`config.mk`:
```
export PLATFORM = sky130hd
export DESIGN_NAME = fetch_ctrl
export DESIGN_NICKNAME = d
export VERILOG_FILES = /design/src/rtl/fetch_ctrl_pkg.sv /design/src/rtl/fetch_ctrl_pc_reg.sv /design/src/rtl/fetch_ctrl.sv
export SDC_FILE = /design/constraint.sdc
export NUM_CORES = 1
export LEC_CHECK = 0
export CAP_MARGIN = 30
export CORE_MARGIN = 2
export CORE_UTILIZATION = 50
export CTS_CLUSTER_SIZE = 8
export DETAILED_ROUTE_END_ITERATION = 10
export PLACE_DENSITY = 0.86
export SYNTH_ARGS = -nofsm -noshare
export SYNTH_HDL_FRONTEND = slang
export SYNTH_SLANG_ARGS = --single-unit
```
`constraint.sdc`:
```
create_clock -name clock -period 2.96 [get_ports clock]
set_clock_uncertainty 0.15 [all_clocks]
set_input_delay 0.592 -clock clock [delete_from_list [all_inputs] [get_ports clock]]
set_output_delay 0.592 -clock clock [all_outputs]
set_load 0.005 [all_outputs]
```
`src/rtl/fetch_ctrl_pkg.sv`:
```
// Shared opcode constants and fetch-sequencer state encoding.
package fetch_ctrl_pkg;

    localparam int OP_W = 5;

    localparam logic [OP_W-1:0] OP_NOP  = 5'h00;
    localparam logic [OP_W-1:0] OP_HALT = 5'h1F;

    typedef enum logic [1:0] {
        FS_IDLE = 2'd0,
        FS_RUN  = 2'd1,
        FS_HALT = 2'd2
    } fetch_state_t;

endpackage

```
`src/rtl/fetch_ctrl_pc_reg.sv`:
```
// Program counter: load has priority over increment; increment wraps modulo 2^AW.
module fetch_ctrl_pc_reg #(
    parameter int              AW       = 8,
    parameter logic [AW-1:0]   RESET_PC = '0
) (
    input  logic          clock,
    input  logic          reset,
    input  logic          enable,
    input  logic          load,
    input  logic          incr,
    input  logic [AW-1:0] load_value,
    output logic [AW-1:0] pc
);

    always_ff @(posedge clock or posedge reset) begin
        if (reset) begin
            pc <= RESET_PC;
        end else if (enable) begin
            if (load) begin
                pc <= load_value;
            end else if (incr) begin
                pc <= pc + 1'b1;
            end
        end
    end

endmodule

```
`src/rtl/fetch_ctrl.sv`:
```
// Instruction-fetch sequencer: owns the PC, registers IF/ID, handles start/halt/stall/branch.
//   state   | meaning
//   FS_IDLE | waiting for start, nothing fetched
//   FS_RUN  | fetching one word per cycle into IF/ID
//   FS_HALT | HALT fetched; PC parked until branch or start
module fetch_ctrl
    import fetch_ctrl_pkg::*;
#(
    parameter int            AW       = 8,
    parameter int            IW       = 16,
    parameter int            OPW      = OP_W,
    parameter logic [AW-1:0] RESET_PC = '0
) (
    input  logic          clock,
    input  logic          reset,
    input  logic          enable,
    input  logic          start,
    input  logic          stall,
    input  logic          branch_taken,
    input  logic [AW-1:0] branch_target,
    input  logic [IW-1:0] i_datain,
    output logic [AW-1:0] i_addr,
    output logic [IW-1:0] id_ir,
    output logic          id_valid,
    output logic          halted,
    output logic [15:0]   fetch_count
);

    localparam logic [IW-1:0] NOP_WORD = {OP_NOP, {(IW-OPW){1'b0}}};

    fetch_state_t  state;
    logic          word_is_halt;
    logic          pc_load;
    logic          pc_incr;
    logic [AW-1:0] pc_load_value;

    assign word_is_halt = (i_datain[IW-1 -: OPW] == OP_HALT);

    always_comb begin
        pc_load       = 1'b0;
        pc_incr       = 1'b0;
        pc_load_value = branch_target;
        case (state)
            FS_IDLE: begin
                if (start) begin
                    pc_load       = 1'b1;
                    pc_load_value = RESET_PC;
                end
            end
            FS_RUN: begin
                if (branch_taken) begin
                    pc_load = 1'b1;
                end else if (!stall && !word_is_halt) begin
                    pc_incr = 1'b1;
                end
            end
            FS_HALT: begin
                if (branch_taken) begin
                    pc_load = 1'b1;
                end else if (start) begin
                    pc_load       = 1'b1;
                    pc_load_value = RESET_PC;
                end
            end
            default: ;
        endcase
    end

    fetch_ctrl_pc_reg #(
        .AW       (AW),
        .RESET_PC (RESET_PC)
    ) u_pc_reg (
        .clock      (clock),
        .reset      (reset),
        .enable     (enable),
        .load       (pc_load),
        .incr       (pc_incr),
        .load_value (pc_load_value),
        .pc         (i_addr)
    );

    always_ff @(posedge clock or posedge reset) begin
        if (reset) begin
            state       <= FS_IDLE;
            id_ir       <= NOP_WORD;
            id_valid    <= 1'b0;
            halted      <= 1'b0;
            fetch_count <= 16'h0000;
        end else if (enable) begin
            case (state)
                FS_IDLE: begin
                    id_valid <= 1'b0;
                    if (start) begin
                        state <= FS_RUN;
                    end
                end
                FS_RUN: begin
                    if (branch_taken) begin
                        id_ir    <= NOP_WORD;
                        id_valid <= 1'b0;
                    end else if (!stall) begin
                        id_ir    <= i_datain;
                        id_valid <= 1'b1;
                        if (fetch_count != 16'hFFFF) begin
                            fetch_count <= fetch_count + 16'd1;
                        end
                        if (word_is_halt) begin
                            state  <= FS_HALT;
                            halted <= 1'b1;
                        end
                    end
                end
                FS_HALT: begin
                    // A late branch flushes even under stall; otherwise stall holds IF/ID.
                    if (branch_taken) begin
                        id_ir    <= NOP_WORD;
                        id_valid <= 1'b0;
                        halted   <= 1'b0;
                        state    <= FS_RUN;
                    end else begin
                        if (!stall) begin
                            id_ir    <= NOP_WORD;
                            id_valid <= 1'b0;
                        end
                        if (start) begin
                            halted <= 1'b0;
                            state  <= FS_RUN;
                        end
                    end
                end
                default: begin
                    state    <= FS_IDLE;
                    id_valid <= 1'b0;
                    halted   <= 1'b0;
                end
            endcase
        end
    end

endmodule

```
# Word level (Yosys, flattened, before mapping)
# Index checks and enable logic that the tools add are counted.
[totals]
register_bits = 44
in_bits = 30
output_inout_bits = 42
wordCells = 67
[classes]
add_sub_neg = 2
eq_ne = 10
mux = 34
bitwise_logic = 3
n_reduce_logical = 12
[ops]
columns = ["cell", "count"]
rows = [
  ["2-to-1 mux 16 bit", 4],
  ["2-to-1 mux 8 bit", 4],
  ["one-hot mux 16 bit (2 select lines)", 1],
  ["adder 16 x 1 -> 16 bit (second input constant)", 1],
  ["inequality test 16 bit (second input constant)", 1],
  ["one-hot mux 8 bit (2 select lines)", 1],
  ["2-to-1 mux 1 bit", 15],
  ["2-to-1 mux 2 bit", 5],
  ["inequality test 3 bit (second input constant)", 3],
  ["adder 8 x 1 -> 8 bit (second input constant)", 1],
  ["AND reduction 4 bit", 2],
  ["inequality test 2 bit (second input constant)", 3],
  ["one-hot mux 1 bit (3 select lines)", 2],
  ["one-hot mux 2 bit (3 select lines)", 1],
  ["AND reduction 6 bit", 1],
  ["== test 5 bit (second input constant)", 1],
  ["AND reduction 5 bit", 1],
  ["nonzero test 2 bit", 2],
  ["inverter 1 bit", 3],
  ["AND reduction 3 bit", 1],
  ["== test 2 x 1 -> 1 bit (second input constant)", 1],
  ["== test 2 bit (second input constant)", 1],
  ["zero test 1 bit", 2],
  ["zero test 2 bit", 1],
  ["3 further kinds", 3],
]

# Logic depth before layout (Yosys ltp)
# Gate-level depths: netlist (run 1).
[logic_depth]
word_depth = 8
mapped_depth = 6
depth_no_buf = 5

# Cells and area by module
# Synthesis (run 1) repeated with hierarchy kept, for this count alone.
[hier_totals]
hier_cells = 214
area_unflattened_um2 = 2237.1
[by_module_without_submodules]
columns = ["mod", "instances", "cells_each", "area_each_um2", "seq_area_each_um2"]
rows = [
  ["fetch_ctrl", 1, 155, 1720.4, 900.9],
  ["fetch_ctrl_pc_reg", 1, 59, 516.7, 200.2],
]

# Least setup slack after synthesis (run 1)
# OpenSTA, ideal clock, no wires.
[synth_path]
kind = "input to register"
start = "input stall"
end = "register fetch_count[1]"
setup_time_ps = 125
arrival_ps = 1740
required_time_ps = 2685
setup_slack_ps = 945
cell_stages = 4
n_path_buf = 0
cell_sequence = "nand4bb_4 > nor2_2 > a21boi_0 > mux2_2"
[synth_via]
elab_chain_cells = 2
[synth_rtl]
columns = ["element", "line_no", "source"]
rows = [
  ["start: declaration", "fetch_ctrl.sv:18", "input logic stall,"],
  ["inverter 1 bit (no line)", "--", ""],
  ["AND reduction 5 bit (no line)", "--", ""],
  ["end signal: assignment", "fetch_ctrl.sv:105", "fetch_count <= fetch_count + 16'd1;"],
  ["end: declaration", "fetch_ctrl.sv:26", "output logic [15:0] fetch_count"],
]
# Every way passes these cells.
# A chain may end at the register's enable or synchronous reset.

# Final worst setup path (run 1)
[layout_path]
start = "input enable"
end = "register fetch_count[1]"
[layout_via]
elab_chain_cells = 1
[layout_rtl]
columns = ["element", "line_no", "source"]
rows = [
  ["start: declaration", "fetch_ctrl.sv:16", "input logic enable,"],
  ["AND reduction 5 bit (no line)", "--", ""],
]
# Every way passes these cells.

==> impl_metrics.env, run 1 <==
export IMPL_layout_common_cells="clkdlybuf4s50_1, dfrtp_1, a22o_1, nand2_1, xnor2_1"
export IMPL_ant_nets=0
export IMPL_status="finished, final reports clean"
export IMPL_slowest_delay_ps=640
export IMPL_synth_cell_types=47
export IMPL_first_pass_iters=4
export IMPL_area_growth_pct=38.8
export IMPL_fillers=337
export IMPL_post_cts_buffers=0
export IMPL_yosysWarnings=0
export IMPL_holdPathStages=1
export IMPL_clock_sinks=44
export IMPL_finalSetupTns_ps=0
export IMPL_route_met2_wl_mm=2.59
export IMPL_post_drt_wl_per_cell_um=16.6
export IMPL_endpoint_kind="register"
export IMPL_crit_required_ps=2990
export IMPL_rows=24
export IMPL_yosysSeqAreaShare=0.491
export IMPL_grt_overflow_total=0
export IMPL_syn_cell_area_um2=2240
export IMPL_io_buffers=71
export IMPL_power_uw=2000
export IMPL_r2r_start="fetch_count[0]"
export IMPL_setup_viol_count_final=0
export IMPL_worst_ep_arrival_time_ps=2290
export IMPL_post_route_util=0.716
export IMPL_clkLatencyLatePin_ps=300
export IMPL_synthArstFlopShare=1.00
export IMPL_drtIter0Drc=127
export IMPL_syn_nets=235
export IMPL_start_kind="primary input"
export IMPL_synth_avg_cell_area_um2=11.1
export IMPL_root_buffer="clkbuf_8"
export IMPL_wl_met3_um=265
export IMPL_synth_edf_count=0
export IMPL_critPathSlowestCell="clkdlybuf4s50_1"
export IMPL_ys_ff_latch=44
export IMPL_grt_max_degree=23
export IMPL_worst_setup_path_type="in2reg"
export IMPL_syn_inst=203
export IMPL_initial_core_util=0.516
export IMPL_numCtsBuffers=5
export IMPL_path_cells="clkdlybuf4s50_1, nand4bb_4, nor2_2, a21boi_0, mux2_2"
export IMPL_grt_antenna_before_repair=0
export IMPL_timing_fmax_ghz=0.444
export IMPL_dp_hpwl_mm=4.02
export IMPL_grt_pass1_vias=1923
export IMPL_clkSlewWorstSetupHoldPaths_ps=70
export IMPL_drc=0
export IMPL_n_antenna_cell=0
export IMPL_startpoint="enable"
export IMPL_cts_buffer_depth=2
export IMPL_maxCapViolCount=0
export IMPL_worst_pin_slew_ps=828
export IMPL_drt_vias_per_instance=5.91
export IMPL_relSlewSlack=0.444
export IMPL_cts_hold_fix_buffers=0
export IMPL_r2r_end="fetch_count[1]"
export IMPL_final_common_cell="clkdlybuf4s50_1"
export IMPL_design_die_area_um2=5040
export IMPL_fp_dieH_um=71
export IMPL_cp_max_fo=8
export IMPL_period_needed_ps=2250
export IMPL_r2r_slack_ps=900
export IMPL_dr_total_vias=1963
export IMPL_leakage_uw=0.00129
export IMPL_grt_pass1_wl_mm=9.18
export IMPL_peakVddDrop_mv=0.365
export IMPL_final_cell_area_um2=3120
export IMPL_post_dp_cell_area_um2=3040
export IMPL_cts_resized=0
export IMPL_rsz0062_at_grt="no"
export IMPL_drt_met1_wl_mm=2.56
export IMPL_reg2regPathDepth=5
export IMPL_ios=72
export IMPL_drive_gt1_frac=0.0857
export IMPL_routed_wl_mm=5.52
export IMPL_cts_tree="built"
export IMPL_hp_class="reg2reg"
export IMPL_cts_max_level=2
export IMPL_ys_flop_type="dfrtp_1"
export IMPL_hold_end="id_ir[1]"
export IMPL_p_per_area_nw_per_um2=643
export IMPL_grt_usage=0.231
export IMPL_die_x_um=71
export IMPL_final_net_count=312
export IMPL_coreArea_um2=4350
export IMPL_slew_violations=0
export IMPL_routed_top_layer="met4"
export IMPL_hold_viol=0
export IMPL_gp_congestion=0.816
export IMPL_whs_ps=350
export IMPL_hold_start="id_ir[1]"
export IMPL_post_route_period_util=0.761
==> Yosys cell counts, drive strengths merged, types with 2 or more instances <==
cell type | n | share of area
a21boi | 4 | 0.013
a21oi | 3 | 0.0067
a22o | 16 | 0.062
a2bb2oi | 4 | 0.016
a31oi | 3 | 0.0084
and2 | 3 | 0.0084
and3 | 5 | 0.014
and4 | 5 | 0.020
buf | 5 | 0.014
clkbuf | 5 | 0.0084
dfrtp | 44 | 0.49
ha | 2 | 0.011
inv | 3 | 0.0050
mux2i | 4 | 0.018
nand2 | 12 | 0.020
nand3 | 9 | 0.020
nand4 | 4 | 0.011
nor2 | 6 | 0.011
nor2b | 2 | 0.0056
nor3 | 4 | 0.0089
nor4 | 3 | 0.014
o211ai | 5 | 0.017
o21ai | 5 | 0.011
o22ai | 4 | 0.011
o2bb2ai | 5 | 0.020
o31ai | 2 | 0.0067
o32a | 4 | 0.018
or2 | 2 | 0.0056
xnor2 | 11 | 0.043
xor2 | 5 | 0.020
==> worst max path at each step <==
stage | slack (ps) | cells after the start | end
final | 710 | 5 | fetch_count[1]
after global placement | 460 | 5 | fetch_count[15]
after CTS | 710 | 5 | fetch_count[15]
after detailed placement | 380 | 5 | fetch_count[15]
after global routing | 640 | 5 | fetch_count[1]
after floorplan | 950 | 4 | fetch_count[1]
==> report_power, final <==
group / switching [µW] / total, µW / internal, µW / leakage, µW
Sequential: 160 / 891 / 731 / 0.000570
Clock: 198 / 358 / 161 / 0.0000410
Combinational: 297 / 754 / 458 / 0.000676
==> worst max-delay path: cells and delay by family <==
kind                   cells  cell delay [ps]
buffers and inverters      1              640
muxes                      1              380
AOI/OAI and AO/OA          1              360
and+or+nand+nor            2              310
==> through the flow <==
step           setup slack (ps)  cells
3_3_place_gp                463    325
6_report                    706    332
3_5_place_dp                384    325
4_1_cts                     714    332
2_1_floorplan               945    203
5_1_grt                     641    332
==> cells by family (layout without fill, tap and decap cells) <==
| group | count (synthesis) | in the layout | share of synthesized area |
|---|---|---|---|
| AOI/OAI and AO/OA | 61 | 61 | 0.213 |
| xor gates and xnor gates | 16 | 16 | 0.0624 |
| adders and majority gates | 2 | 2 | 0.0111 |
| buffers and inverters | 13 | 90 | 0.0273 |
| DFF | 44 | 44 | 0.491 |
| muxes | 5 | 5 | 0.0229 |
| and+or+nand+nor | 62 | 62 | 0.172 |
==> final cells by class <==
cell class / instances / area, µm² / share of cell area
Clock buffer: 6 / 72.6 / 0.0233
Clock inverter: 1 / 5.00 / 0.00161
Inverter: 3 / 11.3 / 0.00361
Multi-Input combinational cell: 146 / 1080 / 0.347
Sequential cell: 44 / 1100 / 0.353
Tap cell: 52 / 65.1 / 0.0209
Timing Repair Buffer: 80 / 778 / 0.250
==> metal layers <==
layer / vias up / GRT usage
met5: - / 0
met4: 0 / 0.0943
met3: 8 / 0.0370
met2: 58 / 0.344
met1: 967 / 0.339
li1: 930 / -
==> state kept, by name (all words and copies together), names as in the netlist <==
signal       cells
state            2
id_valid         1
halted           1
id_ir           16
u_pc_reg.pc      8
fetch_count     16
(Power assumes the default switching activity.)
==> inputs of run 2 (changes only) <==
Settings changed: CORE_UTILIZATION 50 to 42, PLACE_DENSITY 0.86 to 0.77.
Clock period 2.96 ns to 2 ns, I/O delays scaled along.
==> run 2 against run 1 <==
  * Global-route usage fell by 3.3 points
  * Hold slack got worse by 75 ps
  * Clock power grew 68%
  * Largest cell class unchanged
  * Largest power group unchanged
==> impl_metrics.env, run 2 (synthesized netlist as in run 1, its figures left out) <==
export IMPL_layout_common_cells="clkdlybuf4s50_1, dfrtp_1, buf_4, a22o_1, nand2_1"
export IMPL_ant_nets=0
export IMPL_grt_usage=0.198
export IMPL_maxCapViolCount=0
export IMPL_cts_hold_fix_buffers=0
export IMPL_largestRegisters="fetch_count (16), id_ir (16), u_pc_reg.pc (8)"
export IMPL_routed_wl_mm=5.81
export IMPL_timing_fmax_ghz=0.512
export IMPL_final_net_count=335
export IMPL_r2r_end="fetch_count[9]"
export IMPL_post_route_util=0.652
export IMPL_post_route_period_util=0.976
export IMPL_worst_pin_slew_ps=359
export IMPL_fp_dieH_um=77.1
export IMPL_endpoint_kind="register"
export IMPL_area_growth_pct=49.4
export IMPL_use_met2=0.295
export IMPL_hp_class="in2async"
export IMPL_final_common_cell="clkdlybuf4s50_1"
export IMPL_final_cell_area_um2=3350
export IMPL_fillers=436
export IMPL_grt_max_degree=26
export IMPL_startpoint="stall"
export IMPL_status="finished, final reports clean"
export IMPL_relSlewSlack=0.761
export IMPL_initial_core_util=0.437
export IMPL_clkSlewWorstSetupHoldPaths_ps=90
export IMPL_cts_tree="built"
export IMPL_use_met3=0.0447
export IMPL_ios=72
export IMPL_hold_viol=0
export IMPL_numCtsBuffers=5
export IMPL_final_cells=374
export IMPL_drtIter0Drc=104
export IMPL_die_x_um=77.1
export IMPL_setup_viol_count_final=0
export IMPL_cp_max_fo=5
export IMPL_grt_antenna_before_repair=0
export IMPL_rsz0062_at_grt="no"
export IMPL_grt_overflow_total=0
export IMPL_design_die_area_um2=5950
export IMPL_worst_setup_path_type="in2reg"
export IMPL_root_buffer="clkbuf_8"
export IMPL_dp_hpwl_mm=4.26
export IMPL_grt_use_met1=0.278
export IMPL_r2r_start="fetch_count[1]"
export IMPL_r2r_slack_ps=130
export IMPL_clock_sinks=44
export IMPL_post_dp_cell_area_um2=3240
export IMPL_grt_pass1_vias=1970
export IMPL_grt_pass1_wl_mm=9.42
export IMPL_rows=26
export IMPL_cp_endpoint="fetch_count[15]"
export IMPL_clkLatencyLatePin_ps=300
export IMPL_n_antenna_cell=0
export IMPL_cts_max_level=2
export IMPL_start_kind="primary input"
export IMPL_drive_gt1_frac=0.161
export IMPL_slew_violations=0
export IMPL_dr_total_vias=2025
export IMPL_peakVddDrop_mv=0.459
export IMPL_post_drt_wl_per_cell_um=15.5
export IMPL_busiest_layer="met2"
export IMPL_p_per_area_nw_per_um2=941
export IMPL_worst_ep_arrival_time_ps=2030
export IMPL_first_pass_iters=4
export IMPL_cts_buffer_depth=2
export IMPL_gp_congestion=0.844
export IMPL_io_buffers=71
export IMPL_coreArea_um2=5140
export IMPL_drt_vias_per_instance=5.41
export IMPL_drc=0
export IMPL_power_uw=3160
export IMPL_whs_ps=275
export IMPL_dp_cells=365
export IMPL_reg2regPathDepth=6
export IMPL_period_needed_ps=1950
export IMPL_leakage_uw=0.00142
export IMPL_crit_required_ps=2070
run 2: cell types whose count changed in the layout (fill, tap and decap cells not counted), sizes merged:
| cell | delta |
|---|---|
| buf | +23 |
| clkdlybuf4s50 | -2 |
| clkinv | -1 |
| clkinvlp | +2 |
| dlygate4sd2 | +1 |
| dlymetal6s2s | +1 |
run 2: final cells by class:
type                    count  area [µm²]  share of cell area
multi-input cells         146        1090               0.325
repair buffers            103         965               0.288
clock buffers               6        82.6              0.0246
well taps                  70        87.6              0.0261
inverters                   3        11.3             0.00336
flip-flops and latches     44        1100               0.328
clock inverters             2        15.0             0.00448
run 2: where the power goes:
part / internal, µW / leakage [µW] / total, µW / switching (µW)
clock: 280 / 0.0000434 / 602 / 322
sequential: 1080 / 0.000570 / 1300 / 222
combinational: 778 / 0.000805 / 1250 / 474
run 2: worst min-delay path by stage:
stage | start | end | slack, ps | cells past startpoint
floorplan | fetch_count[13] | fetch_count[13] | 330 | 1
global placement | id_ir[14] | id_ir[14] | 330 | 1
detailed placement | id_ir[10] | id_ir[10] | 330 | 1
CTS | reset | fetch_count[12] | 280 | 3
global route | reset | fetch_count[1] | 320 | 3
finish | reset | fetch_count[1] | 280 | 3
run 2: stage by stage:
step,setup TNS [ps],worst slack [ps]
finish,0,47.8
global route,0,0.137
CTS,0,64.3
detailed placement,-5570,-350
global placement,-4820,-277
floorplan,0,86.2
run 2: layer usage:
layer,vias to the layer above,wire (µm)
li1,974,-
met1,988,2710
met2,56,2720
met3,7,277
met4,0,97
met5,-,0
run 2: timing repair:
item	4_1_cts	5_1_grt
pin swaps	0	0
resized for setup	1	3
endpoints found under the setup margin	1	3
setup buffers	0	1
run 2: critical path, cell delays in order:
cell             delay, ps
clkdlybuf4s50_1        450
nand4bb_4              280
or3_4                  430
nor4_4                 310
xor2_1                 170
==> inputs of run 3 (changes only) <==
Settings changed: CAP_MARGIN 30 to not set, RECOVER_POWER set to 25, REMOVE_ABC_BUFFERS set to 1.
==> run 3 against run 2 <==
  * Non-clock buffer count fell by 1
  * Die area did not move
  * Largest power group unchanged
  * Hold slack improved by 77 ps
  * Total power fell by 2.2%
  * Critical endpoint is now u_pc_reg.pc[1]
==> impl_metrics.env, run 3 (synthesized netlist as in run 1, its figures left out) <==
export IMPL_hold_end="id_ir[11]"
export IMPL_hold_start="id_ir[11]"
export IMPL_hp_class="reg2reg"
export IMPL_grt_overflow_total=0
export IMPL_fp_dieH_um=77.1
export IMPL_grt_use_met1=0.258
export IMPL_clkSlewWorstSetupHoldPaths_ps=90
export IMPL_cts_max_level=2
export IMPL_reg2regPathDepth=5
export IMPL_finalSetupTns_ps=0
export IMPL_rows=26
export IMPL_holdPathStages=1
export IMPL_whs_ps=353
export IMPL_cp_max_fo=11
export IMPL_drtIter0Drc=89
export IMPL_cts_tree="built"
export IMPL_post_cts_buffers=0
export IMPL_n_antenna_cell=0
export IMPL_status="finished, final reports clean"
export IMPL_final_common_cell="clkdlybuf4s50_1"
export IMPL_cpMostUsedCell="buf_4"
export IMPL_setup_viol_count_final=0
export IMPL_endpoint_kind="register"
export IMPL_start_kind="primary input"
export IMPL_rsz0062_at_grt="yes"
export IMPL_clkLatencyLatePin_ps=290
export IMPL_final_net_count=334
export IMPL_grt_antenna_before_repair=0
export IMPL_cts_buffer_depth=2
export IMPL_timing_fmax_ghz=0.522
export IMPL_dp_hpwl_mm=4.02
export IMPL_worst_pin_slew_ps=1060
export IMPL_coreArea_um2=5140
export IMPL_busiest_layer="met2"
export IMPL_use_met3=0.0459
export IMPL_cts_resized=0
export IMPL_numCtsBuffers=5
export IMPL_io_buffers=71
export IMPL_drt_vias_per_instance=5.37
export IMPL_path_cells="clkdlybuf4s50_1, a21oi_1, buf_4, o22ai_1, buf_4, or2_2, a31oi_1"
export IMPL_clock_sinks=44
export IMPL_drc=0
export IMPL_crit_required_ps=2070
export IMPL_r2r_slack_ps=120
export IMPL_slowest_delay_ps=470
export IMPL_r2r_start="fetch_count[1]"
export IMPL_cts_hold_fix_buffers=0
export IMPL_root_buffer="clkbuf_8"
export IMPL_use_met2=0.320
export IMPL_fillers=419
export IMPL_critPathSlowestCell="clkdlybuf4s50_1"
export IMPL_grt_pass1_wl_mm=9.38
export IMPL_dr_total_vias=2004
export IMPL_hold_viol=0
export IMPL_grt_max_degree=45
export IMPL_layout_common_cells="clkdlybuf4s50_1, dfrtp_1, buf_4, a22o_1, nand2_1"
export IMPL_peakVddDrop_mv=0.545
export IMPL_largestRegisters="fetch_count (16), id_ir (16), u_pc_reg.pc (8)"
export IMPL_grt_pass1_vias=2009
export IMPL_grt_usage=0.194
export IMPL_post_drt_wl_per_cell_um=14.6
export IMPL_relSlewSlack=0.294
export IMPL_slew_violations=0
export IMPL_post_route_period_util=0.958
export IMPL_initial_core_util=0.437
export IMPL_p_per_area_nw_per_um2=931
export IMPL_die_x_um=77.1
export IMPL_ios=72
export IMPL_gp_congestion=0.827
export IMPL_r2r_end="fetch_count[1]"
export IMPL_routed_wl_mm=5.44
export IMPL_design_die_area_um2=5950
export IMPL_first_pass_iters=4
export IMPL_area_growth_pct=47.8
export IMPL_ant_nets=0
export IMPL_worst_setup_path_type="in2reg"
export IMPL_period_needed_ps=1920
export IMPL_worst_ep_arrival_time_ps=1990
export IMPL_maxCapViolCount=0
export IMPL_drive_gt1_frac=0.158
export IMPL_leakage_uw=0.00140
[run 3: changes by cell type in the layout (fill, tap and decap cells not counted)]
cell and delta:
buf_12 -1, buf_4 -1, clkbuf_2 +1, clkbuf_8 -1, clkinv_4 +1, dlygate4sd2_1 -1, dlygate4sd3_1 +1, nor4_2 +1
nor4_4 -1
[run 3: routing by layer]
metal | wire length, µm | up-vias
met5 | 0 | -
met4 | 54 | 0
met3 | 333 | 5
met2 | 2600 | 67
met1 | 2450 | 954
li1 | - | 978
[run 3: cell type report]
| cell class | instances | area, µm² | area share |
|---|---|---|---|
| inverter | 3 | 11.3 | 0.00339 |
| clock buffer | 5 | 68.8 | 0.0207 |
| tap | 70 | 87.6 | 0.0264 |
| timing repair buffer | 102 | 943 | 0.284 |
| sequential | 44 | 1100 | 0.332 |
| multi-input combinational | 146 | 1080 | 0.326 |
| clock inverter | 3 | 23.8 | 0.00716 |
[run 3: power by group]
group / internal, µW / switching (µW)
Sequential: 1080 / 222
Clock: 247 / 312
Combinational: 754 / 471
Total: 2080 / 1010
[run 3: how the worst max path moves through the flow]
stage,startpoint,endpoint,slack [ps],cells after the start
2_1_floorplan,state[0],fetch_count[1],-60,4
3_3_place_gp,enable,fetch_count[15],-240,5
3_5_place_dp,enable,fetch_count[15],-270,5
4_1_cts,fetch_count[1],fetch_count[1],30,5
5_1_grt,stall,fetch_count[15],-7,5
6_report,branch_taken,u_pc_reg.pc[1],80,7
[run 3: through the flow]
stage / instances / util / worst slack (ps) / instance area (µm²) / power [µW]
floorplan: 193 / - / -64.3 / 2190 / 1830
finish: 373 / 0.646 / 83.3 / 3320 / 3090
detailed placement: 365 / 0.630 / -267 / 3240 / 2550
global route: 373 / 0.646 / -6.66 / 3320 / 3310
global placement: 365 / 0.630 / -244 / 3240 / 2520
CTS: 373 / 0.648 / 27.3 / 3330 / 3120
[run 3: critical path, delay by kind of cell]
family | cells | cell delay (ps)
simple gates | 1 | 270
buf+inv | 3 | 810
compound gates | 3 | 490
